$ cat config.mk
export PLATFORM = sky130hd
export DESIGN_NAME = regcsr_bank
export DESIGN_NICKNAME = d
export VERILOG_FILES = /design/src/rtl/regcsr_pkg.sv /design/src/rtl/csr_counter64.sv /design/src/rtl/regcsr_bank.sv
export SDC_FILE = /design/constraint.sdc
export NUM_CORES = 2
export LEC_CHECK = 0
export BUFFER_PORTS_ARGS = -buffer_cell sky130_fd_sc_hd__buf_2
export CORE_ASPECT_RATIO = 0.8
export CORE_MARGIN = 8
export CORE_UTILIZATION = 45
export CTS_BUF_LIST = sky130_fd_sc_hd__clkbuf_8 sky130_fd_sc_hd__clkbuf_16
export CTS_CLUSTER_DIAMETER = 30
export CTS_CLUSTER_SIZE = 16
export DETAILED_ROUTE_END_ITERATION = 10
export SYNTH_ARGS = -nofsm -noshare
export SYNTH_HDL_FRONTEND = slang
export SYNTH_SLANG_ARGS = --single-unit
$ cat constraint.sdc
create_clock -name clk -period 4.31 [get_ports clk]
set_clock_uncertainty 0.15 [all_clocks]
set_input_delay 0.431 -clock clk [delete_from_list [all_inputs] [get_ports clk]]
set_output_delay 0.431 -clock clk [all_outputs]
set_load 0.02 [all_outputs]
$ cat src/rtl/regcsr_pkg.sv
// Shared constants for the integer register file and machine-mode CSR bank.
// Holds CSR addresses, the csr_op encoding, the misa value, mstatus bit positions and write masks.
package regcsr_pkg;

   localparam int unsigned REG_AW  = 5;
   localparam int unsigned CSR_AW  = 12;
   localparam int unsigned CNT_W   = 64;
   localparam int unsigned HALF_W  = 32;

   typedef enum logic [1:0] {
      CSR_NONE  = 2'b00,
      CSR_WRITE = 2'b01,
      CSR_SET   = 2'b10,
      CSR_CLEAR = 2'b11
   } csr_op_e;

   localparam logic [CSR_AW-1:0] CSR_MSTATUS   = 12'h300;
   localparam logic [CSR_AW-1:0] CSR_MISA      = 12'h301;
   localparam logic [CSR_AW-1:0] CSR_MTVEC     = 12'h305;
   localparam logic [CSR_AW-1:0] CSR_MSCRATCH  = 12'h340;
   localparam logic [CSR_AW-1:0] CSR_MEPC      = 12'h341;
   localparam logic [CSR_AW-1:0] CSR_MCAUSE    = 12'h342;
   localparam logic [CSR_AW-1:0] CSR_MCYCLE    = 12'hB00;
   localparam logic [CSR_AW-1:0] CSR_MCYCLEH   = 12'hB80;
   localparam logic [CSR_AW-1:0] CSR_MINSTRET  = 12'hB02;
   localparam logic [CSR_AW-1:0] CSR_MINSTRETH = 12'hB82;
   localparam logic [CSR_AW-1:0] CSR_MVENDORID = 12'hF11;

   localparam logic [31:0] MISA_VAL = 32'h4000_0100;

   localparam int unsigned MSTATUS_MIE    = 3;
   localparam int unsigned MSTATUS_MPIE   = 7;
   localparam int unsigned MSTATUS_MPP_LO = 11;
   localparam int unsigned MSTATUS_MPP_HI = 12;

   localparam logic [31:0] MSTATUS_WMASK = 32'h0000_0088;
   localparam logic [31:0] ALIGN4_MASK   = 32'hFFFF_FFFC;

endpackage

$ cat src/rtl/csr_counter64.sv
// 64-bit free-running counter with independently writable 32-bit halves.
// A write to either half takes priority over the increment in that cycle.
module csr_counter64
   import regcsr_pkg::*;
(
   input  logic              clk,
   input  logic              rst,
   input  logic              inc_i,
   input  logic              lo_we_i,
   input  logic              hi_we_i,
   input  logic [HALF_W-1:0] wdata_i,
   output logic [CNT_W-1:0]  value_o
);

   logic [CNT_W-1:0] cnt_q;
   logic [CNT_W-1:0] cnt_d;

   always_comb begin : cnt_next
      cnt_d = cnt_q;
      if (lo_we_i || hi_we_i) begin
         if (lo_we_i) cnt_d[HALF_W-1:0]     = wdata_i;
         if (hi_we_i) cnt_d[CNT_W-1:HALF_W] = wdata_i;
      end else if (inc_i) begin
         cnt_d = cnt_q + CNT_W'(1);
      end
   end

   always_ff @(posedge clk) begin
      if (rst) cnt_q <= '0;
      else     cnt_q <= cnt_d;
   end

   assign value_o = cnt_q;

endmodule

$ cat src/rtl/regcsr_bank.sv
// GPR file with same-cycle write bypass plus the machine-mode CSR bank
// (atomic CSRRW/CSRRS/CSRRC port, 64-bit cycle/instret counters, trap entry and mret).
module regcsr_bank
   import regcsr_pkg::*;
#(
   parameter int unsigned     XLEN      = 32,
   parameter int unsigned     NREG      = 32,
   parameter int unsigned     NRD       = 2,
   parameter logic [XLEN-1:0] MTVEC_RST = '0
) (
   input  logic                  clk,
   input  logic                  rst,
   input  logic [NRD*REG_AW-1:0] rs_raddr,
   output logic [NRD*XLEN-1:0]   rs_rdata,
   input  logic                  rd_we,
   input  logic [REG_AW-1:0]     rd_waddr,
   input  logic [XLEN-1:0]       rd_wdata,
   input  logic [1:0]            csr_op,
   input  logic [CSR_AW-1:0]     csr_addr,
   input  logic [XLEN-1:0]       csr_src,
   output logic [XLEN-1:0]       csr_rdata,
   output logic                  csr_illegal,
   input  logic                  retire,
   input  logic                  trap_valid,
   input  logic [XLEN-1:0]       trap_pc,
   input  logic [XLEN-1:0]       trap_cause,
   input  logic                  mret,
   output logic [XLEN-1:0]       mtvec_o,
   output logic [XLEN-1:0]       mepc_o,
   output logic                  mie_o
);

   localparam logic [XLEN-1:0] ALIGN = XLEN'(ALIGN4_MASK);

   logic [XLEN-1:0] gpr_q [NREG];

   // GPR write port; x0 is never written so it always reads back zero
   always_ff @(posedge clk) begin
      if (rst) begin
         for (int i = 0; i < int'(NREG); i++) gpr_q[i] <= '0;
      end else if (rd_we && (rd_waddr != '0)) begin
         gpr_q[rd_waddr] <= rd_wdata;
      end
   end

   for (genvar i = 0; i < int'(NRD); i++) begin : g_rd
      logic [REG_AW-1:0] addr;
      logic [XLEN-1:0]   data;
      assign addr = rs_raddr[i*REG_AW +: REG_AW];
      always_comb begin
         data = gpr_q[addr];
         if (addr == '0)                       data = '0;
         else if (rd_we && (addr == rd_waddr)) data = rd_wdata;
      end
      assign rs_rdata[i*XLEN +: XLEN] = data;
   end

   logic            mie_q, mie_d, mpie_q, mpie_d;
   logic [XLEN-1:0] mtvec_q, mtvec_d, mscratch_q, mscratch_d;
   logic [XLEN-1:0] mepc_q, mepc_d, mcause_q, mcause_d;
   logic [XLEN-1:0] mstatus_rd, csr_old, csr_new;
   logic [CNT_W-1:0] mcycle, minstret;
   logic            csr_impl, csr_ro, csr_act, csr_wr_intent, csr_we;
   csr_op_e         op;

   assign op = csr_op_e'(csr_op);

   always_comb begin : mstatus_view
      mstatus_rd = '0;
      mstatus_rd[MSTATUS_MPP_HI:MSTATUS_MPP_LO] = 2'b11;
      mstatus_rd[MSTATUS_MPIE] = mpie_q;
      mstatus_rd[MSTATUS_MIE]  = mie_q;
   end

   always_comb begin : csr_decode
      csr_impl = 1'b1;
      csr_ro   = 1'b0;
      csr_old  = '0;
      case (csr_addr)
         CSR_MSTATUS:   csr_old = mstatus_rd;
         CSR_MISA:      begin csr_old = XLEN'(MISA_VAL); csr_ro = 1'b1; end
         CSR_MTVEC:     csr_old = mtvec_q;
         CSR_MSCRATCH:  csr_old = mscratch_q;
         CSR_MEPC:      csr_old = mepc_q;
         CSR_MCAUSE:    csr_old = mcause_q;
         CSR_MCYCLE:    csr_old = XLEN'(mcycle[HALF_W-1:0]);
         CSR_MCYCLEH:   csr_old = XLEN'(mcycle[CNT_W-1:HALF_W]);
         CSR_MINSTRET:  csr_old = XLEN'(minstret[HALF_W-1:0]);
         CSR_MINSTRETH: csr_old = XLEN'(minstret[CNT_W-1:HALF_W]);
         CSR_MVENDORID: csr_ro = 1'b1;
         default:       csr_impl = 1'b0;
      endcase
   end

   always_comb begin : csr_modify
      csr_new = csr_old;
      case (op)
         CSR_WRITE: csr_new = csr_src;
         CSR_SET:   csr_new = csr_old | csr_src;
         CSR_CLEAR: csr_new = csr_old & ~csr_src;
         default:   csr_new = csr_old;
      endcase
   end

   // set/clear with a zero operand is a pure read and is allowed on read-only CSRs
   assign csr_act       = (op != CSR_NONE);
   assign csr_wr_intent = (op == CSR_WRITE) || (csr_src != '0);
   assign csr_illegal   = csr_act && (!csr_impl || (csr_ro && csr_wr_intent));
   assign csr_rdata     = (csr_act && !csr_illegal) ? csr_old : '0;
   assign csr_we        = csr_act && !csr_illegal && csr_wr_intent && !trap_valid && !mret;

   always_comb begin : csr_next
      mie_d      = mie_q;
      mpie_d     = mpie_q;
      mtvec_d    = mtvec_q;
      mscratch_d = mscratch_q;
      mepc_d     = mepc_q;
      mcause_d   = mcause_q;
      if (trap_valid) begin
         mepc_d   = trap_pc & ALIGN;
         mcause_d = trap_cause;
         mpie_d   = mie_q;
         mie_d    = 1'b0;
      end else if (mret) begin
         mie_d  = mpie_q;
         mpie_d = 1'b1;
      end else if (csr_we) begin
         case (csr_addr)
            CSR_MSTATUS:  begin mie_d = csr_new[MSTATUS_MIE]; mpie_d = csr_new[MSTATUS_MPIE]; end
            CSR_MTVEC:    mtvec_d    = csr_new & ALIGN;
            CSR_MSCRATCH: mscratch_d = csr_new;
            CSR_MEPC:     mepc_d     = csr_new & ALIGN;
            CSR_MCAUSE:   mcause_d   = csr_new;
            default:      ;
         endcase
      end
   end

   always_ff @(posedge clk) begin
      if (rst) begin
         mie_q      <= 1'b0;
         mpie_q     <= 1'b0;
         mtvec_q    <= MTVEC_RST & ALIGN;
         mscratch_q <= '0;
         mepc_q     <= '0;
         mcause_q   <= '0;
      end else begin
         mie_q      <= mie_d;
         mpie_q     <= mpie_d;
         mtvec_q    <= mtvec_d;
         mscratch_q <= mscratch_d;
         mepc_q     <= mepc_d;
         mcause_q   <= mcause_d;
      end
   end

   csr_counter64 u_mcycle (
      .clk     (clk),
      .rst     (rst),
      .inc_i   (1'b1),
      .lo_we_i (csr_we && (csr_addr == CSR_MCYCLE)),
      .hi_we_i (csr_we && (csr_addr == CSR_MCYCLEH)),
      .wdata_i (HALF_W'(csr_new)),
      .value_o (mcycle)
   );

   csr_counter64 u_minstret (
      .clk     (clk),
      .rst     (rst),
      .inc_i   (retire),
      .lo_we_i (csr_we && (csr_addr == CSR_MINSTRET)),
      .hi_we_i (csr_we && (csr_addr == CSR_MINSTRETH)),
      .wdata_i (HALF_W'(csr_new)),
      .value_o (minstret)
   );

   assign mtvec_o = mtvec_q;
   assign mepc_o  = mepc_q;
   assign mie_o   = mie_q;

endmodule

# [Word level (Yosys, flattened, before mapping)]
# Memories as Yosys holds them, arrays and structs flattened.
# Index checks and enable logic that the tools add are counted.
[word_totals] ff_bits=254 output_inout_bits=162 mem_count=1 ram_bits=1024 elab_cells=124 input_bits=163
[classes] eq_ne=21 n_addsub=2 n_mux=39 reduce_logical=46 bitwise=5
[mem_list] memory="gpr_q" depth=32 word_bits=32 rd=2 rd_ports_with_merged_regs=0 wr=32 line_no="regcsr_bank.sv:35" text="logic [XLEN-1:0] gpr_q [NREG];"
[ops] operator="two-way mux 32 bit" n=18
[ops] operator="one-hot mux 32 bit (10 select lines)" n=1
[ops] operator="two-way mux 64 bit" n=3
[ops] operator="adder 64 x 1 -> 64 bit (second input constant)" n=2
[ops] operator="one-hot mux 32 bit (3 select lines)" n=1
[ops] operator="== test 12 x 10 -> 1 bit (second input constant)" n=6
[ops] operator="== test 12 bit (second input constant)" n=5
[ops] operator="AND 32 bit" n=1
[ops] operator="inverter 32 bit" n=1
[ops] operator="bitwise OR 32 bit" n=1
[ops] operator="nonzero test 32 bit" n=1
[ops] operator="OR reduction 32 bit" n=1
[ops] operator="two-way mux 1 bit" n=15
[ops] operator="nonzero test 2 bit" n=7
[ops] operator="logical AND 1 bit" n=13
[ops] operator="OR reduction 11 bit" n=1
[ops] operator="== test 5 bit" n=2
[ops] operator="logical NOT 5 bit" n=2
[ops] operator="inequality test 2 x 1 -> 1 bit (second input constant)" n=4
[ops] operator="AND reduction 2 bit" n=4
[ops] operator="AND reduction 4 bit" n=2
[ops] operator="AND reduction 3 bit" n=2
[ops] operator="nonzero test 3 bit" n=2
[ops] operator="two-way mux 5 bit" n=1
[ops] operator="other kinds (8)" n=17

# [Logic depth before layout (Yosys ltp)]
[logic_depth] ltp_word=15 depth_mapped=12 depth_no_buf=8

# [Modules after synthesis]
# A second synthesis with hierarchy kept.
[unflattened] hier_cells=5549 area_unflattened_um2=71577.4
[modules_own_cells] module="regcsr_bank" area_each_um2=63453.4 n_inst=1 cells_each=4475
[modules_own_cells] module="csr_counter64 (u_minstret)" area_each_um2=4192.8 n_inst=1 cells_each=545
[modules_own_cells] module="csr_counter64 (u_mcycle)" area_each_um2=3931.3 n_inst=1 cells_each=529

# [Worst setup path before layout]
# Ideal clock, no wire load.
[synth_path] kind="input port to flip-flop" from="input rd_waddr[0]" to="memory gpr_q[12][0], enable pin" path_slack_ns=0.342 required_ns=3.694 arrival_time_ns=3.352 cell_stages=4 path_cell_list="or2_2 clkbuf_1 clkbuf_1 o21ai_0"
[synth_lines] item="start: declaration" line_no="regcsr_bank.sv:16" text="input logic [REG_AW-1:0] rd_waddr,"
[synth_lines] item="end: declaration" line_no="regcsr_bank.sv:35"

# [Worst setup path in the final report]
[layout_path] from="input csr_src[10]" to="output csr_rdata[14]"
[layout_between] elab_chain_len=8
[layout_rtl] item="start: declaration" line_no="regcsr_bank.sv:20" text="input logic [XLEN-1:0] csr_src,"
[layout_rtl] item="nonzero test 32 bit" line_no="regcsr_bank.sv:107" text="assign csr_wr_intent = (op == CSR_WRITE) || (csr_src != '0);"
[layout_rtl] item="logical OR 1 bit" line_no="regcsr_bank.sv:107"
[layout_rtl] item="logical AND 1 bit" line_no="regcsr_bank.sv:108" text="assign csr_illegal = csr_act && (!csr_impl || (csr_ro && csr_wr_intent));"
[layout_rtl] item="logical OR 1 bit" line_no="regcsr_bank.sv:108"
[layout_rtl] item="logical AND 1 bit" line_no="regcsr_bank.sv:108"
[layout_rtl] item="logical NOT 1 bit" line_no="regcsr_bank.sv:109" text="assign csr_rdata = (csr_act && !csr_illegal) ? csr_old : '0;"
[layout_rtl] item="logical AND 1 bit" line_no="regcsr_bank.sv:109"
[layout_rtl] item="two-way mux 32 bit" line_no="regcsr_bank.sv:109"
[layout_rtl] item="end: declaration" line_no="regcsr_bank.sv:21" text="output logic [XLEN-1:0] csr_rdata,"
# No other way between the ends.

==> qor.yml <==
outcome:
  status: "complete, no violations"
cts:
  numCtsBuffers: 308
  cts_max_level: 5
  clkLatencyLatePin_ns: 0.89
  clk_path_buf_depth: 4
  cts.clk_slew.worst_paths_ns: 0.05
  clockRootBuffer: "clkbuf_16"
  cts_tree: "yes"
  cts.sinks: 1278
floorplanning:
  rows: 131
  initial_core_util_pct: 45.2
  ios: 325
  die_y_um: 374
  die_area_um2: 173000
  die_w_um: 463
  core_area_um2: 159000
critical_path:
  required_ns: 3.73
  path_max_fanout: 16
  r2r-start: "u_minstret.value_o[22]$_SDFFE_PP0P_"
  startpoint_type: "input port"
  arrival_ns: 3.67
  crit_chain: "dlygate4sd3_1 > buf_2 > nor4_2 > nand3_1 > buf_4 > or3_1 > a21oi_2 > nand2_2 > buf_4 > a31oi_1 > buf_2"
  r2r_slack_ns: 0.59
  path_class: "in2out"
  slowest_stage: "dlygate4sd3_1"
  endpoint_kind: "output port"
  path_buf_inv: 5
  critical_path.top_delay_family: "buffers and inverters"
  cpPeakStageDelay_ns: 0.53
  rr_endpoint: "u_minstret.value_o[57]$_SDFFE_PP0P_"
  reg2reg_depth: 7
timing:
  hold_viol: 0
  postLayoutSetupSlackWorst_ns: 0.0541
  worst_pin_slew_ns: 1.18
  fmaxAchievable_mhz: 235
  drv_slew: 0
  holdWs_ns: 0.0401
  min_period_ns: 4.26
  finalSetupTns_ns: 0
  rsz0062_at_grt: "no"
  period_share_pct: 98.7
  relSlewSlack_pct: 20.8
  finalSetupViolCount: 0
global_route:
  grt_max_degree: 142
  busiest_layer: "met1"
  track_usage_pct: 32.9
  met1_usage_pct: 48.2
  grt_pass1_wl_um: 413000
  use_met3_pct: 12.7
  grt_pass1_vias: 54100
  gr-usage-met2_pct: 44.1
  grt_antenna_before_repair: 34
  grt_overflow: 0
detailed_routing:
  ant_nets: 0
  wl_per_cell_um: 34.7
  drt_iter0_drc: 9482
  drc: 0
  drt_wl_total_um: 297000
  via_per_inst: 6.65
  dr.pass1.iters: 6
  num_vias: 56800
hold_path:
  hold_class: "in2reg"
  hp-start: "rd_wdata[18]"
  holdPathStages: 2
  hold_end: "gpr_q[30][18]$_SDFFCE_PN0P_"
synth:
  yosys.area_share.simple_pct: 15.8
  synth_top_family_by_area: "multiplexers"
  synth_xor_area_share_pct: 0.401
  yosysTopAreaCellShare_pct: 42.7
  yosys-top-cells-area: "edfxtp_1, mux4_2, and2_1"
  yosysUniqueCellTypes: 106
  synth_edf_count: 1024
  synth-main-ff-cell: "edfxtp_1"
  synthMuxAreaShare_pct: 21.7
  synth_compound_area_share_pct: 8.81
  syn_area_per_cell_um2: 12.7
  synth_area_um2: 72000
  ys_seq_area_share_pct: 49.8
  synth_adder_area_share_pct: 0.0487
  ys_warn_count: 0
  synth-seq-cells: 1278
  syn_inst: 5672
  synthArstFlopShare_pct: 0
  synth.largest_area_cell: "edfxtp_1"
place:
  dpl.hpwl_um: 196000
  dp_slack_ns: 0.248
  gp_congestion: 1.02
  portBuffers: 318
finish:
  mostFrequentLayoutCell: "edfxtp_1"
  nets: 6350
  syn_to_final_growth_pct: 23.7
  final_cell_mix: "edfxtp_1, and2_1, mux4_2, clkbuf_16, buf_2"
  drive_gt1_share_pct: 29.8
pwr:
  power_density_nw_per_um2: 464
  ir_drop_mv: 0.442
  leakage_nw: 31.5
job:
  maxCapViolCount: 0
cells in the mapped netlist (all sizes together) (31+ instances only):
cell	n
a211oi	173
a21o	33
a21oi	240
a22oi	34
a31oi	60
and2	1013
and3	33
buf	178
clkbuf	397
dfxtp	254
edfxtp	1024
inv	31
mux2i	145
mux4	615
nand2	268
nand3	79
nand4	53
nor2	290
nor2b	33
nor3	85
nor4	50
o21ai	185
report_power, final:
| group | total, W | switching, W | internal, W |
|---|---|---|---|
| combinational | 0.00419 | 0.00247 | 0.00172 |
| clock | 0.0229 | 0.00726 | 0.0156 |
| sequential | 0.0143 | 0.000320 | 0.0139 |
| total | 0.0413 | 0.0100 | 0.0313 |
worst max-delay path by stage:
stage | start | endpoint | slack, ns | depth (start not counted)
final | csr_src[10] | csr_rdata[14] | 0.05 | 11
after global routing | csr_src[10] | csr_rdata[14] | 0.08 | 11
after CTS | csr_src[10] | csr_rdata[14] | 0.1 | 11
after detailed placement | rs_raddr[1] | rs_rdata[0] | 0.25 | 8
after global placement | rs_raddr[1] | rs_rdata[0] | 0.28 | 8
after floorplan | rd_waddr[0] | gpr_q[12][0]$_SDFFCE_PN0P_ | 0.34 | 4
metrics by stage:
| stage | cell area, um2 | utilization, % | total power (W) | std cells |
|---|---|---|---|---|
| 2_1_floorplan | 72100 | - | 0.0167 | 5707 |
| 4_1_cts | 89000 | 55.9 | 0.0413 | 8533 |
| 3_3_place_gp | 78100 | 49.1 | 0.0184 | 7925 |
| 6_report | 89100 | 56.0 | 0.0413 | 8544 |
| 3_5_place_dp | 78100 | 49.1 | 0.0185 | 7925 |
| 5_1_grt | 89100 | 56.0 | 0.0422 | 8537 |
logic make-up (layout without fill, tap and decap cells):
family,Yosys count,count (layout)
buffers and inverters,606,1304
muxes,787,787
other,1,47
adders and majority gates,3,3
DFF,1278,1278
AOI/OAI and AO/OA,945,945
and+or+nand+nor,2019,2019
xor gates and xnor gates,33,33
routing by layer:
metal,share of wire (%),vias up
met5,0.011,-
met4,3.8,6
met3,16,659
met2,40,4283
met1,40,28800
li1,-,23000
cell type report:
class,count,area [um2]
multi-input combinational,3823,34500
fill,12800,70100
sequential,1278,35800
clock buffer,326,8030
inverter,31,119
timing repair buffer,743,5820
antenna,11,27.5
clock inverter,204,2090
tap,2128,2660
worst reg2reg max path: cells and delay by family (launching register included):
kind / cells / cell delay, ns
AOI/OAI and AO/OA: 2 / 0.21
and+or+nand+nor: 5 / 2.55
DFF: 1 / 0.74
flip-flops by register name, indices dropped and copies added (netlist names), 30 cells and up:
name                cells
u_minstret.value_o     64
u_mcycle.value_o       64
mtvec_o                30
gpr_q                1024
mepc_o                 30
mcause_q               32
mscratch_q             32
repair_timing:
| item | in CTS | in global routing |
|---|---|---|
| hold endpoints to repair | 276 | 0 |
| setup endpoints to repair | 0 | 3 |
| buffers inserted | 0 | 0 |
| hold buffers | 78 | 0 |
| gates resized for setup | 0 | 1 |
No activity file was read; power rests on OpenSTA's default activity.
